**config.mk**
```make
export PLATFORM = sky130hd
export DESIGN_NAME = mdu_seq_ctrl
export DESIGN_NICKNAME = d
export VERILOG_FILES = /design/src/rtl/mdu_seq_ctrl.sv
export SDC_FILE = /design/constraint.sdc
export NUM_CORES = 1
export LEC_CHECK = 0
export ABC_AREA = 1
export CORE_MARGIN = 8
export CORE_UTILIZATION = 30
export CTS_BUF_LIST = sky130_fd_sc_hd__clkbuf_8
export DETAILED_ROUTE_END_ITERATION = 10
export HOLD_SLACK_MARGIN = 0.12
export PLACE_DENSITY_LB_ADDON = 0.15
export SYNTH_ARGS = -nofsm -noshare
export SYNTH_HDL_FRONTEND = slang
export SYNTH_SLANG_ARGS = --single-unit
```
**constraint.sdc**
```tcl
create_clock -name clk -period 3.65 [get_ports clk]
set_input_delay 0.5475 -clock clk [delete_from_list [all_inputs] [get_ports clk]]
set_output_delay 0.5475 -clock clk [all_outputs]
set_load 0.05 [all_outputs]
```
**src/rtl/mdu_seq_ctrl.sv**
```systemverilog
// Multi-cycle MULT/MULTU/DIV/DIVU sequencer for the EX stage, producing the HI/LO pair.
// Optional: define MDU_FAST_MULT_EN to compute multiplies combinationally in PREP.
module mdu_seq_ctrl #(
    parameter int unsigned DATA_W = 32,
    parameter int unsigned CNT_W  = 6
) (
    input  logic              clk,
    input  logic              rst,
    input  logic              start,
    input  logic [1:0]        op,
    input  logic [DATA_W-1:0] a,
    input  logic [DATA_W-1:0] b,
    input  logic              flush,
    output logic              stall,
    output logic              done,
    output logic [DATA_W-1:0] hi,
    output logic [DATA_W-1:0] lo,
    output logic              div_by_zero
);

    typedef enum logic [2:0] {StIdle, StPrep, StCalc, StFix, StDone} state_e;

    localparam logic [CNT_W-1:0] CntInit = CNT_W'(DATA_W);
    localparam logic [CNT_W-1:0] CntOne  = CNT_W'(1);

    state_e              state_q;
    logic [1:0]          op_q;
    logic [DATA_W-1:0]   a_q, b_q, opnd_q;
    logic [2*DATA_W-1:0] acc_q;
    logic [CNT_W-1:0]    cnt_q;
    logic                neg_quo_q, neg_rem_q;

    logic                is_div, is_signed;
    logic [DATA_W-1:0]   a_mag, b_mag, quo_fix, rem_fix;
    logic [DATA_W:0]     mul_sum, div_shift, div_diff;
    logic [2*DATA_W-1:0] acc_step, mul_fix;

    always_comb begin
        is_div    = op_q[1];
        is_signed = ~op_q[0];
        a_mag     = (is_signed && a_q[DATA_W-1]) ? -a_q : a_q;
        b_mag     = (is_signed && b_q[DATA_W-1]) ? -b_q : b_q;

        // Multiply: add multiplicand into the upper half when the current LSB is set, then shift.
        mul_sum   = {1'b0, acc_q[2*DATA_W-1:DATA_W]} + {1'b0, (acc_q[0] ? opnd_q : '0)};
        // Divide: upper half is the partial remainder, lower half shifts dividend out / quotient in.
        div_shift = {acc_q[2*DATA_W-1:DATA_W], acc_q[DATA_W-1]};
        div_diff  = div_shift - {1'b0, opnd_q};

        if (is_div) begin
            acc_step = div_diff[DATA_W] ? {div_shift[DATA_W-1:0], acc_q[DATA_W-2:0], 1'b0}
                                        : {div_diff[DATA_W-1:0], acc_q[DATA_W-2:0], 1'b1};
        end else begin
            acc_step = {mul_sum, acc_q[DATA_W-1:1]};
        end

        mul_fix = neg_quo_q ? -acc_q : acc_q;
        quo_fix = neg_quo_q ? -acc_q[DATA_W-1:0] : acc_q[DATA_W-1:0];
        rem_fix = neg_rem_q ? -acc_q[2*DATA_W-1:DATA_W] : acc_q[2*DATA_W-1:DATA_W];

        stall = ((state_q == StIdle) && start) || (state_q == StPrep) ||
                (state_q == StCalc) || (state_q == StFix);
    end

`ifdef MDU_FAST_MULT_EN
    logic [2*DATA_W-1:0] a_ext, b_ext, prod_fast;

    // Low 2*DATA_W bits of the product of sign-extended operands equal the signed product.
    always_comb begin
        a_ext     = {{DATA_W{is_signed & a_q[DATA_W-1]}}, a_q};
        b_ext     = {{DATA_W{is_signed & b_q[DATA_W-1]}}, b_q};
        prod_fast = a_ext * b_ext;
    end
`endif

    always_ff @(posedge clk) begin
        if (rst) begin
            state_q     <= StIdle;
            op_q        <= '0;
            a_q         <= '0;
            b_q         <= '0;
            opnd_q      <= '0;
            acc_q       <= '0;
            cnt_q       <= '0;
            neg_quo_q   <= 1'b0;
            neg_rem_q   <= 1'b0;
            hi          <= '0;
            lo          <= '0;
            done        <= 1'b0;
            div_by_zero <= 1'b0;
        end else if (flush) begin
            state_q <= StIdle;
            done    <= 1'b0;
        end else begin
            done <= 1'b0;
            unique case (state_q)
                StIdle: begin
                    if (start) begin
                        op_q        <= op;
                        a_q         <= a;
                        b_q         <= b;
                        div_by_zero <= 1'b0;
                        state_q     <= StPrep;
                    end
                end
                StPrep: begin
                    neg_quo_q <= is_signed & (a_q[DATA_W-1] ^ b_q[DATA_W-1]);
                    neg_rem_q <= is_signed & a_q[DATA_W-1];
                    cnt_q     <= CntInit;
                    if (is_div && (b_q == '0)) begin
                        hi          <= a_q;
                        lo          <= '1;
                        div_by_zero <= 1'b1;
                        done        <= 1'b1;
                        state_q     <= StDone;
                    end
`ifdef MDU_FAST_MULT_EN
                    else if (!is_div) begin
                        hi      <= prod_fast[2*DATA_W-1:DATA_W];
                        lo      <= prod_fast[DATA_W-1:0];
                        done    <= 1'b1;
                        state_q <= StDone;
                    end
`endif
                    else begin
                        acc_q   <= {{DATA_W{1'b0}}, (is_div ? a_mag : b_mag)};
                        opnd_q  <= is_div ? b_mag : a_mag;
                        state_q <= StCalc;
                    end
                end
                StCalc: begin
                    acc_q <= acc_step;
                    cnt_q <= cnt_q - CntOne;
                    if (cnt_q == CntOne) begin
                        state_q <= StFix;
                    end
                end
                StFix: begin
                    if (is_div) begin
                        hi <= rem_fix;
                        lo <= quo_fix;
                    end else begin
                        hi <= mul_fix[2*DATA_W-1:DATA_W];
                        lo <= mul_fix[DATA_W-1:0];
                    end
                    done    <= 1'b1;
                    state_q <= StDone;
                end
                StDone: begin
                    state_q <= StIdle;
                end
                default: begin
                    state_q <= StIdle;
                end
            endcase
        end
    end

endmodule

```
### Word-level counts from Yosys, hierarchy flattened

Index checks and enable logic that the tools add are counted.

* word-level logic and storage cells: 84
* bits of input ports: 70
* latch bits: 0
* flip-flop bits (word level): 239
* memories: 0
* ROM bits: 0
* bits in writable memories: 0

* shifts and indexed selects: 0
* multiply operators: 0
* magnitude comparators: 0
* reduce and logical (&&, ||, !) cells: 21
* divide/modulo/power cells: 0
* equality and inequality tests: 8
* add/subtract/negate cells: 8
* multiplexer cells: 28
* bitwise operators: 6

Operators by type and width (number)
* $mux 32: 11
* $mux 64: 4
* $neg 32->32: 4
* $pmux 32 s2: 2
* $pmux 64 s2: 1
* $neg 64->64: 1
* $add 32x32->33: 1
* $sub 33x32->33: 1
* $logic_not 32->1: 1
* $pmux 3 s4: 1
* $pmux 6 s2: 1
* $reduce_and 3->1: 4
* $mux 3: 3
* $eq 3x2->1 const B: 2
* $eq 6x1->1 const B: 1
* $reduce_and 2->1: 3
* $reduce_bool 2->1: 3
* $sub 6x1->6 const B: 1
* $logic_and 1x1->1: 4
* $ne 2x1->1 const B: 2
* $ne 2x2->1 const B: 2
* $pmux 1 s2: 2
* $reduce_and 4->1: 1
* $eq 3x1->1 const B: 1
* 7 further kinds: 14

### Logic depth before layout (Yosys ltp)

* depth in word-level cells: 6
* gate-level depth with buffers: 22

### Worst setup path before layout

Ideal clock, no wire load.

* kind: register -> output
* from: reg state_q[2]
* to: out stall
* buffers on the path: 1
* slack: 1.112 ns
* data arrival time: 1.991 ns
* stages on the path, launching flop included: 8
* cell sequence: dfxtp_1 nor2_1 inv_2 nor2_1 clkbuf_1 o21ai_0 o21ai_0 o21ai_0

* word-level cells in the longest chain between the ends: 5
* elaborated cells between the ends (all ways): 8

Ends and longest elaborated chain
* start, declared: line 26 `state_e state_q;`
* start signal, assigned: line 78 `state_q <= StIdle;`
* start signal, assigned: line 92 `state_q <= StIdle;`
* start signal, assigned: line 103 `state_q <= StPrep;`
* $logic_not 3->1: line 61 `stall = ((state_q == StIdle) && start) || (state_q == StPrep) ||`
* $logic_and 1x1->1: line 61
* $logic_or 1x1->1 (2 in a row): line 61
* $logic_or 1x1->1 (*): line 62 `(state_q == StCalc) || (state_q == StFix);`
* end, declared: line 14 `output logic stall,`

Every way passes the cells marked *; elsewhere a longest branch is shown, timed or not.

### Worst setup path after layout

* from: reg state_q[1]
* to: out stall

The elaborated chain is that of the path after synthesis.

==> impl_metrics.yaml <==
die:
  core_area_um2: 67300
  fp.dieH_um: 277
  initial_core_util: 0.303
  ioPinCount: 137
  rows: 95
  die-area_um2: 76700
  dieWidth_um: 277
drt:
  drt_first_pass_iters: 5
  routed_wl_um: 93500
  drcViolationCount: 0
  postRouteAntennaNets: 0
  vias: 23200
  drt_iter0_markers: 2375
  wl_per_cell_um: 20.3
  via_per_inst: 5.02
cts:
  clk_pin_slew_ns: 0.06
  clk_path_buf_depth: 3
  cts_inserted_buffers: 45
  cts_sinks: 239
  postCtsHoldBufs: 0
  clk_latency_ns: 0.65
  postCtsSetupRepairBufs: 0
  cts_tree: "done"
  cts_resized: 0
  cts_root_buf: "clkbuf_8"
  cts-htree-levels: 2
place:
  portBuffers: 136
  place_ws_ns: 0.696
  place_congestion: 0.977
  dp_hpwl_um: 75400
critical_path:
  critPathLaunch: "state_q[1]$_SDFFE_PP0P_"
  rr_endpoint: "acc_q[62]$_SDFFE_PP0P_"
  max_stage_delay_ns: 0.74
  worstSetupPathType: "reg2out"
  r2r-start: "acc_q[31]$_SDFFE_PP0P_"
  rr_worst_depth: 19
  crit_required_ns: 3.10
  worstSetupEndpointType: "output pin"
  path_delay_family: "buffers and inverters"
  critPathMaxFanout: 12
  reg2reg_setup_slack_ns: 0.66
  cp.depth: 6
  cpMaxStageDelayCell: "clkdlybuf4s50_1"
  critPathBufInv: 2
  start_kind: "register"
  crit_top_cell: "o21ai_0"
  critPathArrivalTime_ns: 2.83
  crit_path_end: "stall"
  worstPathCellList: "inv_1 > nor2_2 > o21ai_0 > o21ai_0 > o21ai_0 > clkdlybuf4s50_1"
job:
  maxCapViolCount: 0
min_path:
  hp-class: "reg2reg"
  min_path_cells: 2
  min-delay-start: "hi[12]$_SDFFE_PP0P_"
global_route:
  track_usage: 0.234
  grt_pass1_vias: 22000
  grt_max_degree: 89
  antenna_found_initial: 3
  overflow: 0
  grt_pass1_wl_um: 139000
logic_synthesis:
  synth.distinct_cells: 51
  synth-seq-cells: 239
  yosysWarnings: 0
  ys_dominant_reg_cell: "dfxtp_1"
  yosysSeqAreaShare: 0.234
  syn-instance-count: 3612
  synth_edf_count: 0
  syn-cell-area_um2: 20400
  ys_async_sr_fraction: 0
  avgSynthCellArea_um2: 5.65
  syn_nets: 3754
sta:
  period_needed_ns: 3.38
  rsz0062_at_grt: "false"
  worst_slew_pin_slew_ns: 1.05
  fin_skew_ns: 0.0272
  hold_violations: 0
  setup_viol: 0
  layout_setup_ws_ns: 0.274
  worst_slew_margin_rel: 0.299
  slew_viol_final: 0
  setup_tns_ns: 0
  max_freq_mhz: 296
  min_period_over_period: 0.925
run_status:
  status: "completed"
cells_and_area:
  drive_gt1_frac: 0.0439
  nNetsFinal: 3842
  syn2layout_area_growth_pct: 15.5
pwr:
  power_leakage_uw: 0.0116
  power.density_nw_per_um2: 356
  vdd_drop_max_uv: 216
[cells in the final DEF, fill, tap and decap left out, types with 2 or more instances in the layout]
| cell | netlist | final |
|---|---|---|
| nor4_1 | 2 | 2 |
| nand2_1 | 1093 | 1093 |
| nor2_4 | 3 | 3 |
| nor2_2 | 6 | 8 |
| and2_1 | 8 | 8 |
| a31oi_1 | 8 | 8 |
| buf_4 | 4 | 44 |
| o21ai_0 | 296 | 296 |
| nand2_2 | 5 | 5 |
| nor2_1 | 342 | 340 |
| o21ai_1 | 4 | 4 |
| clkinv_2 | 1 | 12 |
| a211oi_1 | 2 | 2 |
| nor3_1 | 40 | 40 |
| buf_12 | 0 | 2 |
| nand3_1 | 300 | 300 |
| nand2_4 | 2 | 2 |
| a211oi_2 | 2 | 2 |
| clkbuf_8 | 0 | 59 |
| o211ai_1 | 19 | 19 |
| clkdlybuf4s50_1 | 0 | 135 |
| a21oi_1 | 319 | 319 |
| xnor2_1 | 17 | 17 |
| ha_1 | 70 | 70 |
| dfxtp_1 | 239 | 238 |
| or2_2 | 7 | 7 |
| o22ai_1 | 5 | 5 |
| diode_2 | 0 | 3 |
| xor2_1 | 81 | 81 |
| nand3_2 | 2 | 2 |
| o21bai_1 | 11 | 11 |
| a21o_1 | 4 | 4 |
| nand3b_1 | 6 | 6 |
| inv_1 | 518 | 526 |
| inv_2 | 5 | 5 |
| fa_1 | 2 | 2 |
| bufinv_16 | 0 | 2 |
| nand4_1 | 37 | 37 |
| and3_1 | 2 | 2 |
[final cells by class]
type	instances	area [µm²]
Antenna cell	3	7.51
Clock inverter	24	179
Timing Repair Buffer	182	1730
Clock buffer	59	812
Tap cell	873	1090
Sequential cell	239	4790
Fill cell	7711	43700
Inverter	526	1980
Multi-Input combinational cell	2706	13000
[worst register-to-register path: stages, from the launching register on]
cell,delay [ns]
dfxtp_1,0.45
inv_1,0.14
ha_1,0.22
fa_1,0.44
inv_1,0.15
nand2_1,0.06
nand2_1,0.07
nand3_1,0.06
nand2_1,0.15
nand2_1,0.09
nand2_2,0.08
nand2_2,0.06
nand2_1,0.07
nand2_1,0.09
nand2_4,0.32
nand2_1,0.11
nand2_1,0.09
nand2_1,0.05
nand2_1,0.09
a21oi_1,0.05
[logic make-up after synthesis]
logic type,share of synthesized area
AO/OA/AOI/OAI,0.173
XOR/XNOR,0.0420
adder cells (fa/ha/maj),0.0449
buffers and inverters,0.129
flip-flops,0.234
AND/OR/NAND/NOR,0.376
[registers in the layout, indices dropped and copies added (netlist names)]
register and flops:
b_q 32, lo 32, a_q 32, acc_q 64
opnd_q 32, done 1, cnt_q 6, div_by_zero 1
hi 32, state_q 3, neg_rem_q 1, op_q 2
neg_quo_q 1
[per-stage QoR]
step	area (µm²)	total power, µW	hold WS, ns	util	instances
2_1_floorplan	20400	4610	0.450	-	3612
3_3_place_gp	22600	5510	0.456	0.336	4526
3_5_place_dp	22600	5490	0.459	0.336	4526
4_1_cts	23600	8420	0.447	0.350	4609
5_1_grt	23600	8850	0.483	0.351	4610
6_report	23600	8390	0.466	0.351	4612
[report_power, final]
part / total (µW) / switching (µW) / internal (µW)
combinational: 2600 / 1830 / 769
clock: 2920 / 1320 / 1600
sequential: 2870 / 140 / 2730
[how the worst min path moves through the flow]
stage	to	slack, ns
after detailed placement	hi[22]$_SDFFE_PP0P_	0.46
after floorplan	opnd_q[4]$_SDFFE_PP0P_	0.45
after global placement	hi[30]$_SDFFE_PP0P_	0.46
after CTS	a_q[23]$_SDFFE_PP0P_	0.45
final	hi[12]$_SDFFE_PP0P_	0.47
after global routing	hi[22]$_SDFFE_PP0P_	0.48
[cell usage after synthesis, types with 37 or more instances]
cell type / instances / share of area
dfxtp_1: 239 / 0.23
a21oi_1: 319 / 0.078
xor2_1: 81 / 0.035
nand2_1: 1093 / 0.20
inv_1: 518 / 0.095
ha_1: 70 / 0.043
nand4_1: 37 / 0.011
o21ai_0: 296 / 0.073
nor3_1: 40 / 0.0098
clkbuf_1: 87 / 0.016
nor2_1: 342 / 0.063
nand3_1: 300 / 0.074
[routing by layer]
metal | track usage | vias to the layer above | routed length, µm
met5 | 0 | - | 0
met4 | 0.102 | 0 | 4440
met3 | 0.0480 | 165 | 7090
met2 | 0.368 | 767 | 40900
met1 | 0.308 | 10500 | 41100
li1 | - | 11700 | -
Power figures use the tool's default switching activity.
